### config.mk
export PLATFORM = sky130hd
export DESIGN_NAME = ifetch_unit_flat
export DESIGN_NICKNAME = d
export VERILOG_FILES = /design/src/rtl/ifetch_unit_if.sv /design/src/rtl/ifetch_unit.sv /design/src/flat_wrapper.sv
export SDC_FILE = /design/constraint.sdc
export NUM_CORES = 1
export LEC_CHECK = 0
export BUFFER_PORTS_ARGS = -buffer_cell sky130_fd_sc_hd__buf_2
export CORE_ASPECT_RATIO = 1.1
export CORE_MARGIN = 2
export CORE_UTILIZATION = 40
export DETAILED_ROUTE_END_ITERATION = 10
export PLACE_DENSITY = 0.82
export SLEW_MARGIN = 20
export SYNTH_ARGS = -nofsm -noshare
export SYNTH_HDL_FRONTEND = slang
export SYNTH_SLANG_ARGS = --single-unit
### constraint.sdc
create_clock -name clk -period 2.4 [get_ports clk]
set_clock_uncertainty 0.2 [all_clocks]
set_input_delay 0.48 -clock clk [delete_from_list [all_inputs] [get_ports clk]]
set_output_delay 0.48 -clock clk [all_outputs]
set_load 0.05 [all_outputs]
### src/rtl/ifetch_unit_if.sv
// Fetch-stage bus bundle: instruction-memory req/ack port plus the valid/ready
// instruction port toward decode (including the decoder's jump feedback).
interface ifetch_unit_if;
  logic        imem_req;
  logic [31:0] imem_addr;
  logic        imem_ack;
  logic [31:0] imem_rdata;
  logic        instr_valid;
  logic        instr_ready;
  logic [31:0] instr_o;
  logic [5:0]  op_o;
  logic [5:0]  funct_o;
  logic [31:0] pc_o;
  logic [31:0] pc_plus4_o;
  logic        jump_i;

  modport master (
    output imem_req, imem_addr, instr_valid, instr_o, op_o, funct_o, pc_o, pc_plus4_o,
    input  imem_ack, imem_rdata, instr_ready, jump_i
  );

  modport slave (
    input  imem_req, imem_addr, instr_valid, instr_o, op_o, funct_o, pc_o, pc_plus4_o,
    output imem_ack, imem_rdata, instr_ready, jump_i
  );
endinterface

### src/rtl/ifetch_unit.sv
// MIPS instruction fetch stage: PC register, imem req/ack fetch, valid/ready hand-off
// to decode, sequential or J-type next PC. Define IFETCH_PERF_CNT_EN for perf counters.
module ifetch_unit #(
  parameter logic [31:0] RESET_PC = 32'h0000_0000
) (
  input  logic          clk,
  input  logic          rst,
  ifetch_unit_if.master bus
`ifdef IFETCH_PERF_CNT_EN
  ,
  output logic [31:0]   perf_instr_cnt,
  output logic [31:0]   perf_wait_cnt
`endif
);

  typedef enum logic [1:0] {
    IDLE = 2'd0,
    REQ  = 2'd1,
    HOLD = 2'd2
  } state_t;

  state_t      state_reg;
  state_t      state_next;
  logic [31:0] pc_reg;
  logic [31:0] instr_reg;
  logic [31:0] pc_plus4;
  logic [31:0] pc_target;
  logic        accept;
  logic        fetch_done;

  assign pc_plus4   = pc_reg + 32'd4;
  // J-type target keeps the region bits of pc+4 (after any wrap) above the 28-bit field.
  assign pc_target  = {pc_plus4[31:28], instr_reg[25:0], 2'b00};
  assign accept     = (state_reg == HOLD) && bus.instr_ready;
  assign fetch_done = (state_reg == REQ) && bus.imem_ack;

  always_ff @(posedge clk) begin
    if (rst) begin
      state_reg <= IDLE;
    end else begin
      state_reg <= state_next;
    end
  end

  always_comb begin
    state_next = state_reg;
    case (state_reg)
      IDLE:    state_next = REQ;
      REQ:     if (bus.imem_ack) state_next = HOLD;
      HOLD:    if (bus.instr_ready) state_next = REQ;
      default: state_next = IDLE;
    endcase
  end

  always_comb begin
    bus.imem_req    = 1'b0;
    bus.instr_valid = 1'b0;
    case (state_reg)
      REQ:     bus.imem_req = 1'b1;
      HOLD:    bus.instr_valid = 1'b1;
      default: ;
    endcase
  end

  always_ff @(posedge clk) begin
    if (rst) begin
      pc_reg    <= RESET_PC;
      instr_reg <= 32'd0;
    end else begin
      if (fetch_done) begin
        instr_reg <= bus.imem_rdata;
      end
      if (accept) begin
        pc_reg <= bus.jump_i ? pc_target : pc_plus4;
      end
    end
  end

  assign bus.imem_addr  = {pc_reg[31:2], 2'b00};
  assign bus.instr_o    = instr_reg;
  assign bus.op_o       = instr_reg[31:26];
  assign bus.funct_o    = instr_reg[5:0];
  assign bus.pc_o       = pc_reg;
  assign bus.pc_plus4_o = pc_plus4;

`ifdef IFETCH_PERF_CNT_EN
  logic [31:0] instr_cnt_reg;
  logic [31:0] wait_cnt_reg;
  logic        wait_cycle;

  // Stall cycles: memory not answering, or decode not taking the held word.
  assign wait_cycle = ((state_reg == REQ) && !bus.imem_ack) ||
                      ((state_reg == HOLD) && !bus.instr_ready);

  always_ff @(posedge clk) begin
    if (rst) begin
      instr_cnt_reg <= 32'd0;
      wait_cnt_reg  <= 32'd0;
    end else begin
      if (accept) begin
        instr_cnt_reg <= instr_cnt_reg + 32'd1;
      end
      if (wait_cycle) begin
        wait_cnt_reg <= wait_cnt_reg + 32'd1;
      end
    end
  end

  assign perf_instr_cnt = instr_cnt_reg;
  assign perf_wait_cnt  = wait_cnt_reg;
`endif

endmodule

### src/flat_wrapper.sv
// flat-port wrapper written by rule: the top's interface ports become plain ports
module ifetch_unit_flat 
#(
  parameter logic [31:0] RESET_PC = 32'h0000_0000
)
  (clk, rst, bus_imem_req, bus_imem_addr, bus_instr_valid, bus_instr_o, bus_op_o, bus_funct_o, bus_pc_o, bus_pc_plus4_o, bus_imem_ack, bus_imem_rdata, bus_instr_ready, bus_jump_i);
  ifetch_unit_if bus_i ();
  input  logic clk;
  input  logic rst;
  output wire logic [$bits(bus_i.imem_req)-1:0] bus_imem_req;
  output wire logic [$bits(bus_i.imem_addr)-1:0] bus_imem_addr;
  output wire logic [$bits(bus_i.instr_valid)-1:0] bus_instr_valid;
  output wire logic [$bits(bus_i.instr_o)-1:0] bus_instr_o;
  output wire logic [$bits(bus_i.op_o)-1:0] bus_op_o;
  output wire logic [$bits(bus_i.funct_o)-1:0] bus_funct_o;
  output wire logic [$bits(bus_i.pc_o)-1:0] bus_pc_o;
  output wire logic [$bits(bus_i.pc_plus4_o)-1:0] bus_pc_plus4_o;
  input wire logic [$bits(bus_i.imem_ack)-1:0] bus_imem_ack;
  input wire logic [$bits(bus_i.imem_rdata)-1:0] bus_imem_rdata;
  input wire logic [$bits(bus_i.instr_ready)-1:0] bus_instr_ready;
  input wire logic [$bits(bus_i.jump_i)-1:0] bus_jump_i;
  assign bus_imem_req = bus_i.imem_req;
  assign bus_imem_addr = bus_i.imem_addr;
  assign bus_instr_valid = bus_i.instr_valid;
  assign bus_instr_o = bus_i.instr_o;
  assign bus_op_o = bus_i.op_o;
  assign bus_funct_o = bus_i.funct_o;
  assign bus_pc_o = bus_i.pc_o;
  assign bus_pc_plus4_o = bus_i.pc_plus4_o;
  assign bus_i.imem_ack = bus_imem_ack;
  assign bus_i.imem_rdata = bus_imem_rdata;
  assign bus_i.instr_ready = bus_instr_ready;
  assign bus_i.jump_i = bus_jump_i;
  ifetch_unit #(.RESET_PC(RESET_PC)) u_core (.clk(clk), .rst(rst), .bus(bus_i));
endmodule
---- Word level (Yosys, flattened, before mapping) ----
Index checks and enable logic that the tools add are counted.
storage, ports and cells
  flip-flop bits (word level) ............. 66
  latch bits .............................. 0
  RAM bits ................................ 0
  ROM bits ................................ 0
  input port bits ......................... 37
  output and inout port bits .............. 142
  memories ................................ 0
operators by class
  $add $sub $neg .......................... 1
  multiply operators ...................... 0
  divide/modulo/power cells ............... 0
  magnitude comparators ................... 0
  equality and inequality tests ........... 4
  shift-type cells ........................ 0
  muxes and demuxes ....................... 6
  bitwise gates (word level) .............. 0
  reduce and logical (&&, ||, !) cells .... 4
operators with widths
  cell                                                             count
  32-bit by 3-bit adder with 32-bit output, second input constant  1
  28-bit 2-to-1 mux                                                1
  2-bit case mux with 3 select lines                               1
  2-bit 2-to-1 mux                                                 2
  2-bit != test, second input constant                             2
  2-bit by 1-bit == test with 1-bit output, second input constant  1
  2-bit == test, second input constant                             1
  1-bit logical AND                                                2
  2-bit logical NOT                                                1
  1-bit 2-to-1 mux                                                 2
  2-bit AND reduction                                              1

---- Longest topological paths before layout ----
  depth in word-level cells ............... 3
  depth in mapped cells ................... 7

---- Least setup slack after synthesis ----
No wires, ideal clock.
  kind .................................... register to output
  from .................................... reg u_core.pc_reg[2], in the netlist u_core.bus.pc_o[2]
  to ...................................... out bus_pc_plus4_o[24]
  data arrival time ....................... 2.873 ns
  required time ........................... 1.720 ns
  path slack .............................. -1.153 ns
  stages on the path, launching flop included .. 6
  buffers on the path ..................... 0
  path through ............................ dfxtp_1 > ha_1 > nand3_4 > or3_4 > or3_2 > xnor2_1
between the ends
  longest elaborated chain between the ends .. 1
RTL lines
  item                                      line                text
  from (decl)                               ifetch_unit.sv:24   logic [31:0] pc_reg;
  from (signal assigned)                    ifetch_unit.sv:74   pc_reg <= bus.jump_i ? pc_target : pc_plus4;
  32-bit by 3-bit adder with 32-bit output  ifetch_unit.sv:31   assign pc_plus4 = pc_reg + 32'd4;
  to (decl)                                 flat_wrapper.sv:17  output wire logic [$bits(bus_i.pc_plus4_o)-1:0] bus_pc_plus4_o;
No other way between the ends.

---- Final worst setup path ----
  from .................................... reg u_core.pc_reg[2], in the netlist u_core.bus.pc_o[2]
  to ...................................... out bus_pc_plus4_o[30]
Same word-level chain as after synthesis.

==> flow_summary.yaml <==
run_status:
  status: "complete, but fails checks"
  violations: "setup timing"
setup_path:
  cp-end-kind: "output port"
  worstPathArrival_ns: 2.17
  critPathLaunchType: "flip-flop"
  critPathRequiredTime_ns: 1.72
  cp_max_fo: 3
  crit_type: "flip-flop to output port"
  rr_startpoint: "u_core.bus.pc_o[2]"
  rr_endpoint: "u_core.bus.pc_o[18]"
  reg2reg_slack_ns: -0.01
  r2r_cells: 10
clock_network:
  clock_latency_ns: 0.36
  root_buffer: "clkbuf_8"
  cts_hold_buf: 0
  numCtsBuffers: 9
  clk_pin_slew_ns: 0.07
  max-clock-path-buffers: 2
  cts.sink_count: 64
  htreeDepth: 3
  cts_tree: "built"
finish:
  layout.nets: 746
  largest_reg_flops: 32
  fillers: 729
  mostFrequentLayoutCells: "146 x buf_2, 87 x nand2_1, 83 x buf_4"
  layout-drive-gt1-share: 0.525
  n_antenna_cell: 0
  finish.utilization: 0.662
  layout_commonest_cell: "buf_2"
  syn2layout_area_growth_pct: 61.3
synth:
  synth_edf_count: 0
  synth_ff_type: "dfxtp_1"
  yosysSeqAreaShare: 0.335
  ys_warn_count: 0
  postSynthCellCount: 511
  syn_avg_cell_area_um2: 7.48
  synth_seq_cells: 64
  synth_cell_types: 53
  syn_area_um2: 3820
  synthArstFlopShare: 0
global_routing:
  antenna_found_initial: 0
  grt_pass1_wl_um: 20200
  track_usage: 0.238
  grt_pass1_vias: 4138
  grt_remaining_overflow: 0
  grt_max_degree: 41
sta:
  setup_viol: 25
  fin_crit_ns: 2.85
  max_freq_mhz: 351
  post-route-period-util: 1.19
  rsz0062_at_grt: "yes"
  relSlewSlack: 0.597
  worst_slew_pin_slew_ns: 0.605
  layout_setup_ws_ns: -0.451
  drv_slew: 0
  finalHoldViolCount: 0
power:
  combPwrFrac: 0.165
  internal-power_w: 0.00176
  powerDensity_nw_per_um2: 411
  p_sw_w: 0.000771
  cellLeakagePower_nw: 2.92
  sequentialPowerShare: 0.438
  power.share.clock: 0.397
  ir_worst_vdd_mv: 0.438
  sw_frac_of_total: 0.304
place:
  post-place-ws_ns: -0.149
  hpwl_um: 9040
  gp_congestion: 0.858
  port_buffers: 172
drt:
  via_per_inst: 5.39
  drtIter0Drc: 311
  wl_per_cell_um: 15.8
  drc: 0
  via_count: 4475
  drtPass1Iterations: 5
  drt-total-wl_um: 13100
  ant_nets: 0
floorplan:
  rows: 37
  die_h_um: 107
  ioPinCount: 179
  start_util: 0.411
  core-area_um2: 9310
  die_w_um: 97.2
  die_area_um2: 10400
worst_hold_path:
  hp-class: "primary input to flip-flop"
  min_to: "u_core.bus.instr_o[17]"
  hold_depth: 3
  worstHoldStart: "bus_imem_rdata[17]"
run:
  maxCapViolCount: 0
==> area by class of cell <==
cell class                      count  area (um^2)  area share
Timing Repair Buffer              267         1790       0.291
Clock buffer                       12          135      0.0219
Clock inverter                      4         68.8      0.0112
Inverter                            6         22.5     0.00365
Sequential cell                    64         1350       0.219
Tap cell                          117          146      0.0237
Multi-Input combinational cell    360         2650       0.430
==> cell usage after synthesis, types with 3 or more instances <==
cell / number / share of area
nand4_1: 12 / 0.020
nor3_1: 9 / 0.012
o21ai_0: 14 / 0.018
buf_4: 48 / 0.094
nor2b_1: 5 / 0.0082
clkbuf_1: 32 / 0.031
buf_2: 5 / 0.0065
mux2i_1: 4 / 0.010
xor2_1: 10 / 0.023
and3_1: 4 / 0.0065
and4_1: 4 / 0.0092
a31oi_1: 12 / 0.020
o31ai_1: 6 / 0.012
xnor2_1: 19 / 0.044
nor2_1: 35 / 0.034
nand2b_1: 4 / 0.0065
dfxtp_1: 64 / 0.34
a22oi_1: 4 / 0.0079
nor4_1: 9 / 0.015
nand2_1: 91 / 0.089
nand3_1: 15 / 0.020
a21o_1: 3 / 0.0059
inv_1: 6 / 0.0059
a2111oi_0: 3 / 0.0069
a21oi_1: 56 / 0.073
or4_1: 4 / 0.0079
==> worst max-delay path by stage <==
stage                       startpoint                  to  slack [ns]  depth (start not counted)
global route        u_core.bus.pc_o[2]  bus_pc_plus4_o[30]       -0.50                          7
CTS                 u_core.bus.pc_o[2]  bus_pc_plus4_o[28]       -0.44                          7
floorplan           u_core.bus.pc_o[6]  bus_pc_plus4_o[30]       -0.35                          6
finish              u_core.bus.pc_o[2]  bus_pc_plus4_o[30]       -0.45                          7
global placement    u_core.bus.pc_o[2]  bus_pc_plus4_o[28]       -0.13                          7
detailed placement  u_core.bus.pc_o[2]  bus_pc_plus4_o[28]       -0.15                          7
==> per-layer routing <==
layer  track usage  wire length, um  up-vias
met2         0.407             6630      233
met5             0                0        -
met1         0.292             5180     2094
met3        0.0421              912       34
met4         0.113              393        0
li1              -                -     2114
==> worst max-delay path, stage by stage, from the launching register on <==
cell and delay, ns:
dfxtp_4 0.37, ha_4 0.15, nand3_4 0.08, or3_4 0.34, or3_4 0.41, nor2_4 0.14, xor2_4 0.15, buf_6 0.17
==> per-stage QoR <==
step / instances / power, W / hold WS [ns] / setup TNS (ns) / instance area [um^2]
final: 830 / 0.00253 / 0.160 / -6.77 / 6160
after global routing: 830 / 0.00261 / 0.168 / -8.55 / 6160
after CTS: 822 / 0.00254 / 0.156 / -5.65 / 6030
after detailed placement: 789 / 0.00154 / 0.259 / -0.757 / 5390
after global placement: 789 / 0.00154 / 0.250 / -0.498 / 5390
after floorplan: 516 / 0.00145 / 0.331 / -3.49 / 4390
==> power by group through the flow <==
stage	clock, W	sequential, W	combinational [W]
2_1_floorplan	0	0.00123	0.000226
3_3_place_gp	0	0.00113	0.000407
3_5_place_dp	0	0.00113	0.000412
4_1_cts	0.00101	0.00111	0.000416
5_1_grt	0.00105	0.00111	0.000445
6_report	0.00101	0.00111	0.000419
==> logic make-up after synthesis <==
group	Yosys count	share of synthesized area
simple gates	210	0.273
compound gates	110	0.171
buf+inv	92	0.139
flops	64	0.335
xor+xnor	29	0.0665
mux	4	0.0105
fa+ha+maj	1	0.00327
other cells	1	0.000981
==> what timing repair did <==
action                                  in CTS  in global routing
resized for setup                           79                 18
pin swaps                                   25                 18
setup buffers                               17                 11
hold endpoints to repair                     0                  0
endpoints found under the setup margin      26                 29
Power figures use the tool's default switching activity.
